===== src/rtl/serializer_param.sv =====
// serializer_param
//   Parallel-to-serial converter with a variable word length and a one-entry
//   pending buffer, so that back-to-back words come out with no gap.
//
// Parameters
//   DATA_W    parallel word width (power of two, >= 4)
//   MOD_W     width of data_mod_i
//   MIN_LEN   shortest accepted word length in bits
//   MSB_FIRST 1: word is MSB-aligned and sent MSB first; 0: LSB-aligned, LSB first
//
// Ports
//   clk_i          clock, rising edge
//   arst_n_i       asynchronous active-low reset
//   data_i         parallel word
//   data_mod_i     word length, 0 means DATA_W bits
//   data_val_i     data_i / data_mod_i valid
//   ready_o        a word can be accepted this cycle
//   ser_data_o     serial bit (0 when not valid)
//   ser_data_val_o serial bit valid
//   busy_o         a word is shifting or pending
//   drop_o         one-cycle pulse after a too-short word was presented
module serializer_param #(
    parameter int unsigned DATA_W    = 16,
    parameter int unsigned MOD_W     = $clog2(DATA_W),
    parameter int unsigned MIN_LEN   = 3,
    parameter int unsigned MSB_FIRST = 1
) (
    input  logic              clk_i,
    input  logic              arst_n_i,
    input  logic [DATA_W-1:0] data_i,
    input  logic [MOD_W-1:0]  data_mod_i,
    input  logic              data_val_i,
    output logic              ready_o,
    output logic              ser_data_o,
    output logic              ser_data_val_o,
    output logic              busy_o,
    output logic              drop_o
);

    localparam logic [MOD_W:0] LenFull = (MOD_W + 1)'(DATA_W);
    localparam logic [MOD_W:0] MinLen  = (MOD_W + 1)'(MIN_LEN);

    typedef enum logic [0:0] {StIdle, StShift} state_e;

    state_e              r_state;
    logic [DATA_W-1:0]   r_shift;      // bits still to be sent, next one at the head
    logic [MOD_W:0]      r_cnt;        // bits remaining after the one on ser_data_o
    logic                r_ser_data;
    logic                r_ser_val;
    logic                r_drop;
    logic                r_pend_full;
    logic [DATA_W-1:0]   r_pend_data;
    logic [MOD_W:0]      r_pend_len;
    logic                r_rst_done;   // keeps ready_o low while in reset

    logic [MOD_W:0]      w_len;
    logic                w_ready;
    logic                w_present;
    logic                w_short;
    logic                w_accept;
    logic                w_drop;
    logic                w_last;
    logic                w_load_new;
    logic                w_load_pend;
    logic                w_load;
    logic                w_to_pend;
    logic [DATA_W-1:0]   w_ld_data;
    logic [MOD_W:0]      w_ld_len;

    function automatic logic head(input logic [DATA_W-1:0] d);
        return (MSB_FIRST != 0) ? d[DATA_W-1] : d[0];
    endfunction

    function automatic logic [DATA_W-1:0] advance(input logic [DATA_W-1:0] d);
        return (MSB_FIRST != 0) ? {d[DATA_W-2:0], 1'b0} : {1'b0, d[DATA_W-1:1]};
    endfunction

    assign w_len     = (data_mod_i == '0) ? LenFull : {1'b0, data_mod_i};
    assign w_ready   = r_rst_done && !r_pend_full;
    assign w_present = data_val_i && w_ready;
    assign w_short   = (w_len < MinLen);
    assign w_accept  = w_present && !w_short;
    assign w_drop    = w_present && w_short;

    // The shifter frees up at the edge that ends the current last bit.
    assign w_last      = (r_state == StShift) && (r_cnt == '0);
    assign w_load_new  = w_accept && ((r_state == StIdle) || w_last);
    assign w_to_pend   = w_accept && !w_load_new;
    // Pending and a fresh accept are exclusive: ready_o is low while pending is full.
    assign w_load_pend = w_last && r_pend_full;
    assign w_load      = w_load_new || w_load_pend;
    assign w_ld_data   = r_pend_full ? r_pend_data : data_i;
    assign w_ld_len    = r_pend_full ? r_pend_len : w_len;

    always_ff @(posedge clk_i or negedge arst_n_i) begin
        if (!arst_n_i) begin
            r_state     <= StIdle;
            r_shift     <= '0;
            r_cnt       <= '0;
            r_ser_data  <= 1'b0;
            r_ser_val   <= 1'b0;
            r_drop      <= 1'b0;
            r_pend_full <= 1'b0;
            r_pend_data <= '0;
            r_pend_len  <= '0;
            r_rst_done  <= 1'b0;
        end else begin
            r_rst_done <= 1'b1;
            r_drop     <= w_drop;

            if (w_to_pend) begin
                r_pend_full <= 1'b1;
                r_pend_data <= data_i;
                r_pend_len  <= w_len;
            end else if (w_load_pend) begin
                r_pend_full <= 1'b0;
            end

            if (w_load) begin
                r_state    <= StShift;
                r_ser_val  <= 1'b1;
                r_ser_data <= head(w_ld_data);
                r_shift    <= advance(w_ld_data);
                r_cnt      <= w_ld_len - 1'b1;
            end else begin
                unique case (r_state)
                    StIdle: begin
                        r_ser_val  <= 1'b0;
                        r_ser_data <= 1'b0;
                    end
                    StShift: begin
                        if (w_last) begin
                            r_state    <= StIdle;
                            r_ser_val  <= 1'b0;
                            r_ser_data <= 1'b0;
                        end else begin
                            r_ser_data <= head(r_shift);
                            r_shift    <= advance(r_shift);
                            r_cnt      <= r_cnt - 1'b1;
                        end
                    end
                    default: begin
                        r_state    <= StIdle;
                        r_ser_val  <= 1'b0;
                        r_ser_data <= 1'b0;
                    end
                endcase
            end
        end
    end

    assign ready_o        = w_ready;
    assign ser_data_o     = r_ser_data;
    assign ser_data_val_o = r_ser_val;
    assign drop_o         = r_drop;
    assign busy_o         = (r_state == StShift) || r_pend_full;

endmodule


===== config.mk =====
export PLATFORM = sky130hd
export DESIGN_NAME = serializer_param
export DESIGN_NICKNAME = d
export VERILOG_FILES = /design/src/rtl/serializer_param.sv
export SDC_FILE = /design/constraint.sdc
export NUM_CORES = 1
export LEC_CHECK = 0
export ABC_AREA = 1
export CAP_MARGIN = 30
export CORE_UTILIZATION = 55
export DETAILED_ROUTE_END_ITERATION = 8
export GPL_TIMING_DRIVEN = 0
export MAX_ROUTING_LAYER = met4
export PLACE_DENSITY_LB_ADDON = 0.12
export RECOVER_POWER = 100
export SETUP_SLACK_MARGIN = 0.05
export SLEW_MARGIN = 10
export SYNTH_ARGS = -nofsm -noshare
export SYNTH_HDL_FRONTEND = slang
export SYNTH_SLANG_ARGS = --single-unit

===== constraint.sdc =====
create_clock -name clk_i -period 2.1 [get_ports clk_i]
set_input_delay 0.315 -clock clk_i [delete_from_list [all_inputs] [get_ports clk_i]]
set_output_delay 0.315 -clock clk_i [all_outputs]
set_load 0.005 [all_outputs]

==> results.md, run 1 <==
* Die area at 4512 sq um
* Critical Path Start: r_pend_full
* Via density at a little over 5
* R2R depth at 14
* FF-to-FF End: r_cnt[4]
* Critical Path Sink Type: flip-flop
* Combinational power share at 42.0%
* Actual slew at the worst max-slew pin at about 0.89 ns
* N_diodes at 0
* Post-Route WL at around 4.7 mm
* CTS tree: built
* CTS H-tree depth at 2
* Starting density of the core at between 50 and 60%
* PnR worst setup slack at 0.1768 ns
* Pin count of the biggest net entering global routing at 32
* Yosys Warn Count at 0
* Avg WL per Cell at 12.83 microns
* RSZ-0062 raised after global routing: no
* Largest fanout on the critical path at 10
* DP Area at 2684 sq um
* Largest family of logic cells by synthesized area: simple AND/OR/NAND/NOR gates
* Worst slew margin relative to its limit at around 40%
* Tmin final at 1.923 ns
* Syn Std Cell Area at 2336 sq um
* Area delta synth->final at 18.00%
* Met2 global-route usage at 34.38%
* Remaining antenna violation count at 0
* Die height at 67.17 microns
* Initial antenna violation count at 0
* Cell row count at 23
* Dpl ws at -0.1153 ns
* GR Util met3 at 4.054%
* Post-DP HPWL at between 3 and 4 mm
* Clock skew at 0.006937 ns
* Min-delay worst type: in -> reg
* GR peak layer: met1
* Max Transition Viols Final at 0
* Multiplexer area fraction after synthesis at 0%
* Syn_area_per_cell at 8.373 sq um
* Global-route wire length before repair at between 7 and 8 mm
* Sequential power share at 42.1%
* #FFs+latches synth at 47
* Clk pwr share at 15.9%
* Tcrit/Tclk final at 91.58%
* GR Util All Layers at between 20% and 30%
* Top Ports at 28
* Met1 Resource Use GR at roughly a third
* Power, Total at 3401 uW
* XOR/XNOR share of the synthesized area at less than 1%
* Max cap viols at 0
* Worst Path Arrival at 2.14 ns
* Worst R2R Setup Slack at 0.18 ns
* Startpoint type of the worst setup path: flip-flop
* Number of global-route vias before repair at 1697
* Clk_lat worst skew at 0.32 ns
* F_max at 0.5200 GHz
* Final setup fails at 0
* Layout cell share with drive strength beyond 1 at 11.71%
* Drt first pass iters at 4
* DRC at 0
* IO buf count at 27
* Final core area utilization at 68.42%
* Syn nets at 303
* Synth Area in Compound Gates at 16.76%
* CTS Root Cell: clkbuf_8
* Nets at 339
* RR Startpoint: r_pend_full
* Grt ovf at 0
* Simple-gate portion of the synthesized area at 20.51%
* Kind of critical path: reg -> reg
* Die X at 67.17 microns
* Peak VDD IR at roughly 0.00057 V
* Sequential share of the synthesized area at about half
* Worst-path clk slew at 0.08 ns
* Core Area at 4029 sq um
* Yosys cell types at 29
* Max Root-Sink Buffers at 2
* WP data required at 2.31 ns
* Hold Vio Cnt, Final at 0
* Static Leak at 0.001349 uW
* Drt initial violations at ~140
* Sw frac at 39.46%
* Pint at slightly above 2000 uW
* NetSw at 1342 uW
* Final Instance Area at around 2800 sq um
* HP Start: data_mod_i[1]
* CTS Buf Count at 5
* Synth Instances at about 280
* Post-Synth Adder-Cell Area at 0.5356%
* Vias post-DR at 1873
* Worst setup path end: r_cnt[4]
* CTS Sinks at 47
* Gpl congestion at 0.8358
* Hold path cells at 3
* PD cells at 1234 nW/um^2
* Setup bufs post-CTS at 0
* Status: finished, final reports clean
## placed cells by master (no fill, tap or decap), types with 2 or more instances in the layout
cell / instances
buf_6: 2
clkbuf_1: 8
clkbuf_2: 2
clkbuf_4: 2
clkbuf_8: 5
clkdlybuf4s50_1: 21
clkinv_2: 3
dfrtp_1: 47
dlygate4sd3_1: 5
inv_1: 43
inv_2: 5
nand2_1: 72
nand2_2: 7
nand2_4: 3
nand3_1: 8
nand3_2: 2
nand4_1: 3
nor2_1: 4
o211ai_1: 4
o21ai_0: 35
o21ai_1: 5
o221ai_1: 14
o22ai_1: 2
## per-stage QoR
stage | hold WS [ns] | setup TNS [ns] | std cells
floorplan | 0.01941 | 0 | 279
global placement | 0.4580 | -29.97 | 356
detailed placement | 0.2674 | -0.2122 | 357
CTS | 0.4621 | 0 | 366
global route | 0.3593 | 0 | 366
finish | 0.3378 | 0 | 366
## critical path: stages, from the launching register on
cell and delay [ns]:
dfrtp_1 0.41, inv_2 0.12, nand2_1 0.14, nor2_4 0.13, nand2_4 0.07, nand2_4 0.10
nand2_4 0.06, buf_6 0.15, nand2_2 0.06, nand2_2 0.07, ha_1 0.26, nand3_1 0.10
nand2_1 0.05, nand3_1 0.07, nand2_1 0.05
## per-layer routing
layer / part of all wire, % / wire length, microns / vias up
met2: 43 / 2025 / 28
met4: 1.7 / 79 / 0
met3: 3.2 / 149 / 10
met1: 52 / 2441 / 865
met5: 0 / 0 / -
li1: - / - / 970
## worst min-delay path by stage
| stage | to | slack (ns) |
|---|---|---|
| floorplan | drop_o | 0.02 |
| global placement | ser_data_val_o | 0.46 |
| detailed placement | r_shift[6] | 0.27 |
| CTS | r_shift[6] | 0.46 |
| global route | r_pend_len[1] | 0.36 |
| finish | r_pend_len[1] | 0.34 |
## flip-flops by register name, summed over array words and instances (netlist names)
register	cells
drop_o	1
r_shift	15
r_cnt	5
r_rst_done	1
r_state	1
r_pend_full	1
r_pend_data	16
ser_data_o	1
ser_data_val_o	1
r_pend_len	5
## timing repair
item / 4_1_cts / 5_1_grt
gates resized for setup: 1 / 4
hold buffers: 1 / 0
hold endpoints to repair: 16 / 0
setup endpoints to repair: 1 / 2
## Yosys cell counts
cell | n | area share [%]
clkbuf_1 | 3 | 0.48
o211ai_2 | 1 | 0.54
buf_2 | 8 | 1.7
inv_1 | 42 | 6.7
dfrtp_1 | 47 | 50
o221ai_1 | 14 | 5.2
o21ai_2 | 1 | 0.38
nor2_1 | 4 | 0.64
nand3_1 | 8 | 1.7
xnor2_1 | 1 | 0.38
o21ai_1 | 18 | 3.9
buf_1 | 1 | 0.16
o21ai_0 | 22 | 4.7
conb_1 | 1 | 0.16
nand2_2 | 8 | 2.1
nor2_4 | 2 | 0.96
o22ai_1 | 2 | 0.54
buf_6 | 2 | 0.96
nand3b_1 | 1 | 0.32
nand2_1 | 71 | 11
nand4_1 | 3 | 0.80
nand3_2 | 2 | 0.86
nor3_1 | 1 | 0.21
inv_2 | 6 | 0.96
ha_1 | 1 | 0.54
inv_4 | 1 | 0.27
o211ai_1 | 4 | 1.3
a21oi_1 | 1 | 0.21
nand2_4 | 3 | 1.4
## logic make-up (layout without fill, tap and decap cells)
group	count (synthesis)	in the layout
and+or+nand+nor	103	103
buffers and inverters	63	100
adders and majority gates	1	1
other	1	1
xor gates and xnor gates	1	1
DFF	47	47
AOI/OAI and AO/OA	63	63
## area by class of cell
type,instances,area (sq um)
flip-flops and latches,47,1176
inverters,49,186.4
well taps,50,62.56
repair buffers,29,284.0
clock inverters,3,15.01
plain buffers,14,75.07
fillers,347,1272
multi-input cells,169,888.4
clock buffers,5,68.82
## power by group through the flow
stage	clock, uW	sequential (uW)	combinational, uW
global route	579	1470	1650
CTS	549	1430	1470
floorplan	0	1420	1090
finish	542	1430	1430
global placement	0	1440	1410
detailed placement	0	1450	1450
Note: power is estimated with default switching activity, not from simulation.
==> run 2, diff against run 1 <==
- SLEW_MARGIN: 10 -> not set
==> results of run 2 <==
No change in the layout: final DEF, timing and power equal those of run 1.
